--- config.mk ---
export PLATFORM = sky130hd
export DESIGN_NAME = uart_tx_ctrl
export DESIGN_NICKNAME = d
export VERILOG_FILES = /design/src/rtl/uart_tx_ctrl.sv
export SDC_FILE = /design/constraint.sdc
export NUM_CORES = 1
export LEC_CHECK = 0
export ABC_AREA = 1
export CORE_MARGIN = 4
export CORE_UTILIZATION = 43
export DETAILED_ROUTE_END_ITERATION = 16
export HOLD_SLACK_MARGIN = 0.15
export PLACE_DENSITY = 0.87
export RECOVER_POWER = 25
export SLEW_MARGIN = 10
export SYNTH_ARGS = -nofsm -noshare
export SYNTH_HDL_FRONTEND = slang
export SYNTH_SLANG_ARGS = --single-unit
--- constraint.sdc ---
create_clock -name CLK -period 1.45 [get_ports CLK]
set_clock_uncertainty 0.05 [all_clocks]
set_input_delay 0.435 -clock CLK [delete_from_list [all_inputs] [get_ports CLK]]
set_output_delay 0.435 -clock CLK [all_outputs]
set_load 0.03 [all_outputs]
--- src/rtl/uart_tx_ctrl.sv ---
// UART transmit frame controller: sequences start, data, optional parity and stop
// bits around an external LSB-first serializer, with a DATA-state watchdog.
module uart_tx_ctrl #(
    parameter int DATA_WIDTH = 8,
    parameter int TMO_MARGIN = 2
) (
    input  logic                  CLK,
    input  logic                  RST,
    input  logic [DATA_WIDTH-1:0] P_DATA,
    input  logic                  DATA_VALID,
    input  logic                  PAR_EN,
    input  logic                  PAR_TYP,
    input  logic                  ser_data,
    input  logic                  ser_done,
    output logic                  ser_load,
    output logic                  ser_en,
    output logic                  TX_OUT,
    output logic                  Busy,
    output logic                  tmo_err
);

    localparam int TMO_LIMIT = DATA_WIDTH + TMO_MARGIN;
    localparam int CW        = $clog2(TMO_LIMIT + 1);

    typedef enum logic [2:0] {
        IDLE,
        START,
        DATA,
        PARITY,
        STOP
    } state_t;

    state_t          state;
    state_t          state_nxt;
    logic            par_bit;
    logic            par_en_q;
    logic [CW-1:0]   data_cnt;
    logic            accept;
    logic            tmo;

    // Gated by RST so no load strobe escapes while the block is held in reset.
    assign accept = DATA_VALID && !RST && ((state == IDLE) || (state == STOP));
    assign tmo    = (state == DATA) && !ser_done && (data_cnt == CW'(TMO_LIMIT - 1));

    // NOTE: sequential state uses non-blocking assignments and the reset branch
    // is in the sensitivity list, so RST takes effect without waiting for CLK.
    always_ff @(posedge CLK or posedge RST) begin
        if (RST) begin
            state <= IDLE;
        end else begin
            state <= state_nxt;
        end
    end

    // Parity and its enable are snapshotted at acceptance; later input changes are ignored.
    always_ff @(posedge CLK or posedge RST) begin
        if (RST) begin
            par_bit  <= 1'b0;
            par_en_q <= 1'b0;
            data_cnt <= '0;
        end else begin
            if (accept) begin
                par_bit  <= (^P_DATA) ^ PAR_TYP;
                par_en_q <= PAR_EN;
            end
            if (state == DATA) begin
                data_cnt <= data_cnt + CW'(1);
            end else begin
                data_cnt <= '0;
            end
        end
    end

    // NOTE: every combinational output gets a default before the case so no
    // path through the block leaves it unassigned and infers a latch.
    always_comb begin
        state_nxt = state;
        case (state)
            IDLE:    if (accept) state_nxt = START;
            START:   state_nxt = DATA;
            DATA: begin
                if (ser_done) begin
                    state_nxt = par_en_q ? PARITY : STOP;
                end else if (tmo) begin
                    state_nxt = STOP;
                end
            end
            PARITY:  state_nxt = STOP;
            STOP:    state_nxt = accept ? START : IDLE;
            default: state_nxt = IDLE;
        endcase
    end

    // TX_OUT depends only on registered state, ser_data and the parity register.
    always_comb begin
        ser_load = accept;
        ser_en   = 1'b0;
        TX_OUT   = 1'b1;
        Busy     = 1'b1;
        tmo_err  = 1'b0;
        case (state)
            IDLE: begin
                Busy = 1'b0;
            end
            START: begin
                TX_OUT = 1'b0;
                ser_en = 1'b1;
            end
            DATA: begin
                TX_OUT  = ser_data;
                ser_en  = !ser_done && !tmo;
                tmo_err = tmo;
            end
            PARITY: begin
                TX_OUT = par_bit;
            end
            STOP: begin
                TX_OUT = 1'b1;
            end
            default: begin
                Busy = 1'b0;
            end
        endcase
    end

endmodule

==> insert_results.sql, run 1 <==
INSERT INTO impl_metrics (metric_group, metric, value, unit) VALUES
('status', 'run_status', 'finished with violations', ''),
('status', 'failing_checks', 'setup timing', ''),
('synthesis', 'ys_types', '17', ''),
('clocking', 'clk_pin_slew', '60', 'ps'),
('routing', 'wirelength', '2620', 'um'),
('synthesis', 'mappedNetlistArea', '581', 'um2'),
('clocking', 'tritoncts_clock_tree', 'built', ''),
('synthesis', 'mean_post_synth_cell_area', '7.08', 'um2'),
('critical_path', 'worst-setup-path-type', 'reg -> out', ''),
('synthesis', 'synth_top_cells_by_area', 'sky130_fd_sc_hd__dfrtp_1 (39%), sky130_fd_sc_hd__nand2_1 (15%), sky130_fd_sc_hd__nand3_1 (8.6%)', ''),
('clocking', 'clock_insertion_delay_worst_skew', '280', 'ps'),
('floorplanning', 'chipHeight', '44.7', 'um'),
('place', 'place.gp.congestion', '0.849', ''),
('timing', 'max_slew.worst_pin.slew', '513', 'ps'),
('clocking', 'holdBufCountCts', '0', ''),
('routing', 'num_vias', '800', ''),
('floorplanning', 'die_x', '44.7', 'um'),
('floorplanning', 'io_pins', '20', ''),
('synthesis', 'mappedNetlistNets', '99', ''),
('critical_path', 'startpoint_type', 'flip-flop', ''),
('global_route', 'antenna_found_initial', '0', ''),
('place', 'buffer_ports.inserted', '19', ''),
('clocking', 'clock_sinks', '9', ''),
('global_route', 'grt_first_pass_wirelength', '3110', 'um'),
('routing', 'route.detailed.drc', '0', ''),
('timing', 'max_slew_margin', '65.8', '%'),
('place', 'dp_worst_setup_slack', '-399', 'ps'),
('floorplanning', 'initial_core_utilization', '48.9', '%'),
('pwr', 'netSwitchingPower', '0.775', 'mW'),
('worst_hold_path', 'hold_path_class', 'in -> async', ''),
('pwr', 'total_power', '1.77', 'mW'),
('floorplanning', 'dieArea', '2000', 'um2'),
('cells_and_area', 'fillCellCount', '31', ''),
('synthesis', 'netlist.area_leader.share', '38.8', '%'),
('routing', 'detail-route-antenna-nets', '0', ''),
('floorplanning', 'core_area', '1190', 'um2'),
('timing', 'period_share', '134', '%'),
('global_route', 'gr-usage-all-layers', '22.9', '%'),
('critical_path', 'critical_path_arrival', '1450', 'ps'),
('routing', 'routed_wire_length_per_instance', '18.3', 'um'),
('cells_and_area', 'layout.area.seq', '226', 'um2'),
('synthesis', 'syn-instance-count', '82', ''),
('pwr', 'internal_power', '0.998', 'mW'),
('clocking', 'clock-root-buffer', 'sky130_fd_sc_hd__clkbuf_4', ''),
('synthesis', 'postSynthRegisterBits', '9', ''),
('clocking', 'cts_inserted_buffers', '3', ''),
('pwr', 'p_clk_share', '11.9', '%'),
('global_route', 'gr-total-overflow', '0', ''),
('cells_and_area', 'multi_input_logic_area', '428', 'um2'),
('routing', 'drt-pass1-iter-count', '4', ''),
('job', 'drv_cap', '0', ''),
('floorplanning', 'std_cell_rows', '12', ''),
('clocking', 'htree_num_levels', '1', ''),
('timing', 'timing.setup.tns', '-2220', 'ps'),
('timing', 'grt_setup_unrepaired', 'yes', ''),
('pwr', 'p_seq_share', '22.6', '%'),
('cells_and_area', 'fin_util', '95.8', '%'),
('timing', 'drv_slew', '0', ''),
('cells_and_area', 'diodes_inserted', '0', ''),
('routing', 'detailedRoute.firstIterationViolations', '31', ''),
('place', 'dpl.hpwl', '1220', 'um'),
('timing', 'post-route-min-period', '1940', 'ps'),
('synthesis', 'post-synth-top-area-cell', 'sky130_fd_sc_hd__dfrtp_1', ''),
('pwr', 'power_frac_comb', '65.6', '%'),
('critical_path', 'worst_ep_required_time', '970', 'ps'),
('pwr', 'power.ir.vdd_worst', '1.00', 'mV'),
('clocking', 'cts.path.max_buffers', '2', ''),
('critical_path', 'worstSetupEndpointType', 'output port', ''),
('timing', 'finalHoldWorstSlack', '426', 'ps'),
('pwr', 'power.switching_fraction', '43.7', '%'),
('cells_and_area', 'drive_above_1_share', '49.6', '%'),
('synthesis', 'total_of_warnings_raised_by_yosys', '0', ''),
('routing', 'via_per_inst', '5.59', ''),
('pwr', 'power_per_cell_area', '1560', 'nW/um2'),
('timing', 'final-setup-viol-count', '8', ''),
('global_route', 'via_count_of_the_first_global_routing_pass', '717', ''),
('cells_and_area', 'area_growth_syn_to_layout', '95.7', '%'),
('critical_path', 'crit_path_max_fanout', '3', ''),
('synthesis', 'synth_seq_area_share', '38.8', '%'),
('global_route', 'largest_net_degree_at_the_start_of_global_routing', '10', ''),
('pwr', 'leakage', '0.605', 'nW'),
('timing', 'timing.final.ws_setup', '-489', 'ps'),
('timing', 'clock.fmax', '516', 'MHz'),
('timing', 'hold_violations', '0', ''),
('cells_and_area', 'num-nets-final', '147', '');
[layer usage]
metal  routed length (um)  vias up  global-route usage, %
met2                 1330       60                   44.1
li1                     -      350                      -
met1                  929      375                   20.0
met5                    0        -                      0
met4                  130        0                   17.5
met3                  226       15                   4.78
[sequential cells by signal, indices dropped and copies added, names as in the netlist]
register,count
par_bit,1
par_en_q,1
state,3
data_cnt,4
[cell type report]
type / instances / share of cell area, %
sequential: 9 / 19.9
tap: 14 / 1.54
timing repair buffer: 43 / 33.6
multi-input combinational: 59 / 37.7
clock buffer: 4 / 2.31
inverter: 14 / 4.96
[critical path, stage by stage, from the launching register on]
cell and delay (ps):
sky130_fd_sc_hd__dfrtp_1 400, sky130_fd_sc_hd__nor2_2 150, sky130_fd_sc_hd__inv_2 80, sky130_fd_sc_hd__nor2_4 140, sky130_fd_sc_hd__inv_4 60, sky130_fd_sc_hd__nor2_4 80, sky130_fd_sc_hd__nand2_2 70, sky130_fd_sc_hd__nand2_2 70
sky130_fd_sc_hd__buf_6 130
[cells in the final DEF, fill, tap and decap left out, types with 2 or more instances in the layout]
| cell | instances |
|---|---|
| sky130_fd_sc_hd__nor2_2 | 2 |
| sky130_fd_sc_hd__nor2_4 | 5 |
| sky130_fd_sc_hd__nor2_1 | 5 |
| sky130_fd_sc_hd__dfrtp_1 | 8 |
| sky130_fd_sc_hd__nand2_1 | 15 |
| sky130_fd_sc_hd__clkbuf_1 | 2 |
| sky130_fd_sc_hd__inv_1 | 8 |
| sky130_fd_sc_hd__inv_2 | 4 |
| sky130_fd_sc_hd__nand2_2 | 7 |
| sky130_fd_sc_hd__clkdlybuf4s50_1 | 9 |
| sky130_fd_sc_hd__dlymetal6s2s_1 | 2 |
| sky130_fd_sc_hd__clkbuf_4 | 3 |
| sky130_fd_sc_hd__nand3_1 | 4 |
| sky130_fd_sc_hd__buf_6 | 7 |
| sky130_fd_sc_hd__nand3_2 | 6 |
| sky130_fd_sc_hd__buf_4 | 21 |
| sky130_fd_sc_hd__dlygate4sd2_1 | 3 |
| sky130_fd_sc_hd__xnor2_1 | 3 |
[stage by stage]
step	cell area (um2)	instances
after floorplan	602	82
after global placement	902	129
after detailed placement	902	129
after CTS	1010	139
after global routing	1140	143
final	1140	143
[Yosys cell counts, drive strengths merged]
cell / number
nand2: 23
inv: 14
nor2: 12
nand3: 10
dfrtp: 9
xnor2: 3
ha: 2
o21ai: 2
xor2: 2
a21oi: 1
a31oi: 1
and3: 1
nand3b: 1
nor3: 1
[cell families after synthesis]
kind of cell | Yosys count | synth area share (%)
AO/OA/AOI/OAI | 4 | 3.66
XOR/XNOR | 5 | 7.54
adder cells (fa/ha/maj) | 2 | 4.31
buffers and inverters | 14 | 9.05
flip-flops | 9 | 38.8
AND/OR/NAND/NOR | 48 | 36.6
[power by group through the flow]
stage	Sequential [mW]	Combinational (mW)	Clock, mW
finish	0.400	1.16	0.211
global route	0.405	1.22	0.229
CTS	0.386	0.916	0.204
detailed placement	0.392	0.752	0
global placement	0.384	0.718	0
floorplan	0.383	0.395	0
[what timing repair did]
item	4_1_cts	5_1_grt
pin swaps	3	11
resized for setup	16	26
endpoints found under the setup margin	5	7
setup buffers	6	4
[final timing paths]
check,from,endpoint,slack (ps),cells past startpoint
setup / recovery,state[2],ser_en,-490,8
hold / removal,RST,par_bit,430,3
setup reg to reg,state[2],state[2],-190,10
hold reg to reg,par_bit,par_bit,500,2
max in group asynchronous,RST,state[0],560,3
min in group CLK,par_bit,par_bit,500,2
(Power assumes the default switching activity.)
==> run 2: changes to the inputs <==
--- a/config.mk
+++ b/config.mk
@@ -6,13 +6,15 @@
 export NUM_CORES = 1
 export LEC_CHECK = 0
 export ABC_AREA = 1
+export CAP_MARGIN = 20
 export CORE_MARGIN = 4
-export CORE_UTILIZATION = 43
+export CORE_UTILIZATION = 40
 export DETAILED_ROUTE_END_ITERATION = 16
 export HOLD_SLACK_MARGIN = 0.15
-export PLACE_DENSITY = 0.87
+export PLACE_DENSITY = 0.82
 export RECOVER_POWER = 25
 export SLEW_MARGIN = 10
 export SYNTH_ARGS = -nofsm -noshare
 export SYNTH_HDL_FRONTEND = slang
 export SYNTH_SLANG_ARGS = --single-unit
+export TNS_END_PERCENT = 10
==> run 2 against run 1 <==
The flow still finishes with violations (setup timing). Global-route usage down 6.2 points. Combinational power is 26% lower. Total power decreased by 20%. Flip-flop and latch count did not move. Die area up 6.1%. Non-clock buffer count shrank 8. Utilization down 23 points. Register-to-register slack improved by 300 ps. Critical path type unchanged. Critical endpoint unchanged.
==> insert_results.sql, run 2 (same netlist as run 1, synthesis figures left out) <==
INSERT INTO impl_metrics (metric_group, metric, value, unit) VALUES
('status', 'run_status', 'finished with violations', ''),
('status', 'failing_checks', 'setup timing', ''),
('global_route', 'grt_first_pass_wirelength', '2440', 'um'),
('place', 'dpl.hpwl', '1190', 'um'),
('clocking', 'clk_pin_slew', '60', 'ps'),
('timing', 'finalHoldWorstSlack', '446', 'ps'),
('timing', 'grt_setup_unrepaired', 'yes', ''),
('global_route', 'largest_net_degree_at_the_start_of_global_routing', '10', ''),
('clocking', 'cts_inserted_buffers', '3', ''),
('cells_and_area', 'drive_above_1_share', '30.6', '%'),
('timing', 'timing.setup.tns', '-1550', 'ps'),
('clocking', 'cts.path.max_buffers', '2', ''),
('cells_and_area', 'layout_commonest_cell', 'sky130_fd_sc_hd__nand2_1', ''),
('routing', 'detail-route-antenna-nets', '0', ''),
('floorplanning', 'dieArea', '2120', 'um2'),
('cells_and_area', 'reg_top3', 'data_cnt x4, state x3', ''),
('routing', 'num_vias', '635', ''),
('pwr', 'leakage', '0.520', 'nW'),
('cells_and_area', 'num-nets-final', '139', ''),
('global_route', 'gr-total-overflow', '0', ''),
('critical_path', 'reg2regPathDepth', '8', ''),
('critical_path', 'crit_path_max_fanout', '3', ''),
('floorplanning', 'initial_core_utilization', '43.5', '%'),
('cells_and_area', 'fin_area', '977', 'um2'),
('place', 'dp_worst_setup_slack', '-408', 'ps'),
('routing', 'routed_wire_length_per_instance', '10.4', 'um'),
('critical_path', 'r2r_end', 'state[2]', ''),
('critical_path', 'r2r_slack', '110', 'ps'),
('place', 'buffer_ports.inserted', '19', ''),
('clocking', 'clock-root-buffer', 'sky130_fd_sc_hd__clkbuf_4', ''),
('floorplanning', 'chipHeight', '46.1', 'um'),
('critical_path', 'rr_startpoint', 'state[2]', ''),
('cells_and_area', 'flip_flop_count_of_the_largest_register_after_layout', '4', ''),
('floorplanning', 'io_pins', '20', ''),
('floorplanning', 'core_area', '1330', 'um2'),
('cells_and_area', 'layout.cells.non_filler', '136', ''),
('global_route', 'via_count_of_the_first_global_routing_pass', '649', ''),
('cells_and_area', 'layout_common_cells', 'sky130_fd_sc_hd__nand2_1 (20), sky130_fd_sc_hd__buf_4 (15), sky130_fd_sc_hd__clkdlybuf4s50_1 (13)', ''),
('critical_path', 'worstSetupEndpointType', 'output port', ''),
('worst_hold_path', 'min_to', 'par_bit', ''),
('clocking', 'htree_num_levels', '1', ''),
('pwr', 'power.ir.vdd_worst', '0.696', 'mV'),
('critical_path', 'worst-setup-path-type', 'reg -> out', ''),
('timing', 'max_slew_margin', '69.3', '%'),
('critical_path', 'worst_ep_required_time', '970', 'ps'),
('cells_and_area', 'largest-register', 'data_cnt', ''),
('clocking', 'clock_insertion_delay_worst_skew', '260', 'ps'),
('pwr', 'total_power', '1.42', 'mW'),
('cells_and_area', 'diodes_inserted', '0', ''),
('clocking', 'clock_sinks', '9', ''),
('routing', 'via_per_inst', '4.67', ''),
('pwr', 'power_per_cell_area', '1460', 'nW/um2'),
('cells_and_area', 'area_growth_syn_to_layout', '68.3', '%'),
('timing', 'drv_slew', '0', ''),
('timing', 'max_slew.worst_pin.slew', '460', 'ps'),
('worst_hold_path', 'hold-path-cell-count', '2', ''),
('clocking', 'tritoncts_clock_tree', 'built', ''),
('routing', 'wirelength', '1420', 'um'),
('routing', 'drt-pass1-iter-count', '3', ''),
('critical_path', 'startpoint_type', 'flip-flop', ''),
('place', 'placed_insts', '131', ''),
('place', 'postPlaceCellArea', '907', 'um2'),
('timing', 'clock.fmax', '547', 'MHz'),
('floorplanning', 'std_cell_rows', '13', ''),
('timing', 'post-route-min-period', '1830', 'ps'),
('timing', 'hold_violations', '0', ''),
('floorplanning', 'die_x', '46.1', 'um'),
('timing', 'timing.final.ws_setup', '-377', 'ps'),
('global_route', 'antenna_found_initial', '0', ''),
('timing', 'period_share', '126', '%'),
('timing', 'final-setup-viol-count', '5', ''),
('worst_hold_path', 'hold_path_class', 'reg -> reg', ''),
('cells_and_area', 'fin_util', '73.3', '%'),
('worst_hold_path', 'timing.hold.worst.start', 'par_bit', ''),
('critical_path', 'critical_path_arrival', '1340', 'ps'),
('global_route', 'gr-usage-all-layers', '16.7', '%'),
('routing', 'detailedRoute.firstIterationViolations', '4', ''),
('job', 'drv_cap', '0', ''),
('clocking', 'holdBufCountCts', '0', ''),
('routing', 'route.detailed.drc', '0', ''),
('place', 'place.gp.congestion', '0.843', '');
## run 2: cell count changes in the layout (fill, tap and decap cells not counted), sizes merged
cell and change:
dlygate4sd2 -2, clkinvlp -1, buf -8, inv +1, clkdlybuf4s50 +4, dlymetal6s2s -2
## run 2: routing by layer
layer | wire length, um | GRT usage [%]
met1 | 520 | 14.3
met5 | 0 | 0
met2 | 765 | 33.0
met3 | 107 | 3.91
met4 | 27 | 10.8
## run 2: area by class of cell
class	instances	area, um2
well taps	15	18.8
multi-input cells	59	340
fillers	116	357
repair buffers	35	312
inverters	14	55.1
flip-flops and latches	9	225
clock buffers	4	26.3
## run 2: timing repair
| item | 4_1_cts | 5_1_grt |
|---|---|---|
| setup endpoints to repair | 5 | 6 |
| setup buffers | 0 | 1 |
| pin swaps | 1 | 1 |
| gates resized for setup | 9 | 5 |
| endpoints found under the hold margin | 0 | 0 |
## run 2: power breakdown
| group | internal, mW | switching [mW] | total [mW] |
|---|---|---|---|
| combinational | 0.420 | 0.437 | 0.856 |
| clock | 0.106 | 0.0803 | 0.186 |
| sequential | 0.327 | 0.0559 | 0.383 |
## run 2: worst max-delay path, stage by stage (launching register included)
cell                      delay [ps]
sky130_fd_sc_hd__dfrtp_1         390
sky130_fd_sc_hd__nor2_2          120
sky130_fd_sc_hd__inv_2            60
sky130_fd_sc_hd__nor2_4          130
sky130_fd_sc_hd__inv_4            60
sky130_fd_sc_hd__nor2_4           90
sky130_fd_sc_hd__nand2_2          60
sky130_fd_sc_hd__nand2_2          60
sky130_fd_sc_hd__buf_6           120
## run 2: worst max path at each step
stage / startpoint / endpoint / slack [ps] / cells after the start
6_report: state[2] / ser_en / -380 / 8
5_1_grt: state[2] / ser_en / -450 / 8
4_1_cts: state[2] / ser_en / -370 / 8
3_5_place_dp: ser_done / ser_en / -410 / 5
3_3_place_gp: ser_done / ser_en / -400 / 5
2_1_floorplan: RST / ser_load / -80 / 3
==> run 3: changes to the inputs <==
--- a/config.mk
+++ b/config.mk
@@ -8,10 +8,10 @@
 export ABC_AREA = 1
 export CAP_MARGIN = 20
 export CORE_MARGIN = 4
-export CORE_UTILIZATION = 40
+export CORE_UTILIZATION = 43
 export DETAILED_ROUTE_END_ITERATION = 16
 export HOLD_SLACK_MARGIN = 0.15
-export PLACE_DENSITY = 0.82
+export PLACE_DENSITY = 0.87
 export RECOVER_POWER = 25
 export SLEW_MARGIN = 10
 export SYNTH_ARGS = -nofsm -noshare
==> run 3 against run 2 <==
The flow still finishes with violations (setup timing). Largest cell class unchanged. Setup slack worse by 26 ps. Cell count increased by 0.74%. Fmax fell by 1.4%. Sequential share of layout area fell by 0.49 points. Register-to-register slack worse by 30 ps. Non-clock buffer count rose by 2. Critical endpoint unchanged. Total power is 6.5% higher. Clock power up 7%. Global-route usage increased by 3.3 points. Flip-flop and latch count stayed put.
==> insert_results.sql, run 3 (same netlist as run 1, synthesis figures left out) <==
INSERT INTO impl_metrics (metric_group, metric, value, unit) VALUES
('status', 'run_status', 'finished with violations', ''),
('status', 'failing_checks', 'setup timing', ''),
('timing', 'clock.fmax', '540', 'MHz'),
('floorplanning', 'die_x', '44.7', 'um'),
('routing', 'route.detailed.drc', '0', ''),
('floorplanning', 'core_area', '1190', 'um2'),
('place', 'place.gp.congestion', '0.853', ''),
('worst_hold_path', 'timing.hold.worst.start', 'data_cnt[3]', ''),
('critical_path', 'crit_path_max_fanout', '3', ''),
('cells_and_area', 'layout_commonest_cell', 'sky130_fd_sc_hd__nand2_1', ''),
('global_route', 'grt_first_pass_wirelength', '2840', 'um'),
('critical_path', 'worstSetupEndpointType', 'output port', ''),
('cells_and_area', 'flip_flop_count_of_the_largest_register_after_layout', '4', ''),
('timing', 'grt_setup_unrepaired', 'yes', ''),
('floorplanning', 'chipHeight', '44.7', 'um'),
('critical_path', 'rr_startpoint', 'state[2]', ''),
('routing', 'detailedRoute.firstIterationViolations', '28', ''),
('worst_hold_path', 'hold_path_class', 'reg -> reg', ''),
('clocking', 'tritoncts_clock_tree', 'built', ''),
('worst_hold_path', 'min_to', 'data_cnt[3]', ''),
('routing', 'detail-route-antenna-nets', '0', ''),
('pwr', 'total_power', '1.52', 'mW'),
('cells_and_area', 'drive_above_1_share', '34.1', '%'),
('critical_path', 'r2r_end', 'state[2]', ''),
('floorplanning', 'std_cell_rows', '12', ''),
('place', 'dpl.hpwl', '1430', 'um'),
('global_route', 'gr-usage-all-layers', '20.0', '%'),
('critical_path', 'worst-setup-path-type', 'reg -> out', ''),
('worst_hold_path', 'hold-path-cell-count', '2', ''),
('clocking', 'clk_pin_slew', '70', 'ps'),
('timing', 'max_slew.worst_pin.slew', '494', 'ps'),
('timing', 'post-route-min-period', '1850', 'ps'),
('floorplanning', 'dieArea', '2000', 'um2'),
('timing', 'finalHoldWorstSlack', '488', 'ps'),
('critical_path', 'startpoint_type', 'flip-flop', ''),
('timing', 'max_slew_margin', '67.1', '%'),
('global_route', 'largest_net_degree_at_the_start_of_global_routing', '10', ''),
('critical_path', 'worst_ep_required_time', '970', 'ps'),
('critical_path', 'reg2regPathDepth', '8', ''),
('pwr', 'power.ir.vdd_worst', '0.776', 'mV'),
('timing', 'final-setup-viol-count', '5', ''),
('cells_and_area', 'largest-register', 'data_cnt', ''),
('critical_path', 'worst_setup_path_startpoint', 'state[2]', ''),
('cells_and_area', 'layout_common_cells', 'sky130_fd_sc_hd__nand2_1 (19), sky130_fd_sc_hd__buf_4 (18), sky130_fd_sc_hd__clkdlybuf4s50_1 (11)', ''),
('pwr', 'leakage', '0.550', 'nW'),
('routing', 'wirelength', '1840', 'um'),
('global_route', 'via_count_of_the_first_global_routing_pass', '688', ''),
('place', 'buffer_ports.inserted', '19', ''),
('cells_and_area', 'fillCellCount', '78', ''),
('timing', 'timing.final.ws_setup', '-403', 'ps'),
('cells_and_area', 'diodes_inserted', '0', ''),
('cells_and_area', 'fin_util', '84.2', '%'),
('routing', 'drt-pass1-iter-count', '4', ''),
('timing', 'hold_violations', '0', ''),
('critical_path', 'critical_path_arrival', '1370', 'ps'),
('timing', 'drv_slew', '0', ''),
('floorplanning', 'io_pins', '20', ''),
('timing', 'period_share', '128', '%'),
('clocking', 'clock_sinks', '9', ''),
('critical_path', 'r2r_slack', '80', 'ps'),
('routing', 'via_per_inst', '5.09', ''),
('global_route', 'gr-total-overflow', '0', ''),
('cells_and_area', 'num-nets-final', '141', ''),
('clocking', 'htree_num_levels', '1', ''),
('floorplanning', 'initial_core_utilization', '48.9', '%'),
('routing', 'num_vias', '697', ''),
('clocking', 'clock-root-buffer', 'sky130_fd_sc_hd__clkbuf_4', ''),
('job', 'drv_cap', '0', ''),
('global_route', 'antenna_found_initial', '0', ''),
('pwr', 'power_per_cell_area', '1520', 'nW/um2'),
('clocking', 'cts_inserted_buffers', '3', ''),
('clocking', 'clock_insertion_delay_worst_skew', '270', 'ps'),
('routing', 'routed_wire_length_per_instance', '13.4', 'um'),
('cells_and_area', 'reg_top3', 'data_cnt x4, state x3', ''),
('clocking', 'cts.path.max_buffers', '2', ''),
('cells_and_area', 'area_growth_syn_to_layout', '72.0', '%');
==> run 3: through the flow <==
| step | setup slack (ps) | TNS (ps) | std cells | cell area [um2] |
|---|---|---|---|---|
| finish | -403 | -1700 | 137 | 998 |
| global route | -484 | -2010 | 137 | 998 |
| CTS | -405 | -1720 | 137 | 980 |
| detailed placement | -421 | -2050 | 131 | 913 |
| global placement | -381 | -1710 | 131 | 913 |
| floorplan | -80.2 | -173 | 82 | 598 |
==> run 3: final cells by class <==
| type | instances | area [um2] | area share [%] |
|---|---|---|---|
| clock buffers | 3 | 22.5 | 2.26 |
| clock inverters | 1 | 5.00 | 0.501 |
| inverters | 14 | 55.1 | 5.51 |
| multi-input cells | 59 | 345 | 34.6 |
| flip-flops and latches | 9 | 225 | 22.6 |
| well taps | 14 | 17.5 | 1.75 |
| repair buffers | 37 | 328 | 32.8 |
==> run 3: how the worst max path moves through the flow <==
stage | end | slack [ps]
final | ser_en | -400
after global routing | ser_en | -480
after CTS | ser_en | -400
after detailed placement | ser_en | -420
after global placement | ser_en | -380
after floorplan | ser_load | -80
==> run 3: report_power, final <==
group          internal, mW  switching [mW]
logic                 0.439           0.485
registers             0.326          0.0681
clock network         0.102          0.0967
==> run 3: per-layer routing <==
layer,wire length [um],track usage [%]
met2,1000,37.0
met4,63,13.3
met5,0,0
met3,105,3.59
met1,669,20.0
==> run 3: worst max-delay path, stage by stage, from the launching register on <==
cell	delay (ps)
sky130_fd_sc_hd__dfrtp_1	400
sky130_fd_sc_hd__nor2_2	120
sky130_fd_sc_hd__inv_2	60
sky130_fd_sc_hd__nor2_4	120
sky130_fd_sc_hd__inv_4	70
sky130_fd_sc_hd__nor2_4	80
sky130_fd_sc_hd__nand2_2	70
sky130_fd_sc_hd__nand2_2	60
sky130_fd_sc_hd__buf_6	120
==> run 3: timing repair <==
| item | in CTS | in global routing |
|---|---|---|
| hold buffers | 0 | 0 |
| endpoints found under the setup margin | 5 | 7 |
| gates resized for setup | 9 | 8 |
| buffers inserted | 2 | 0 |
| cloned | 0 | 0 |
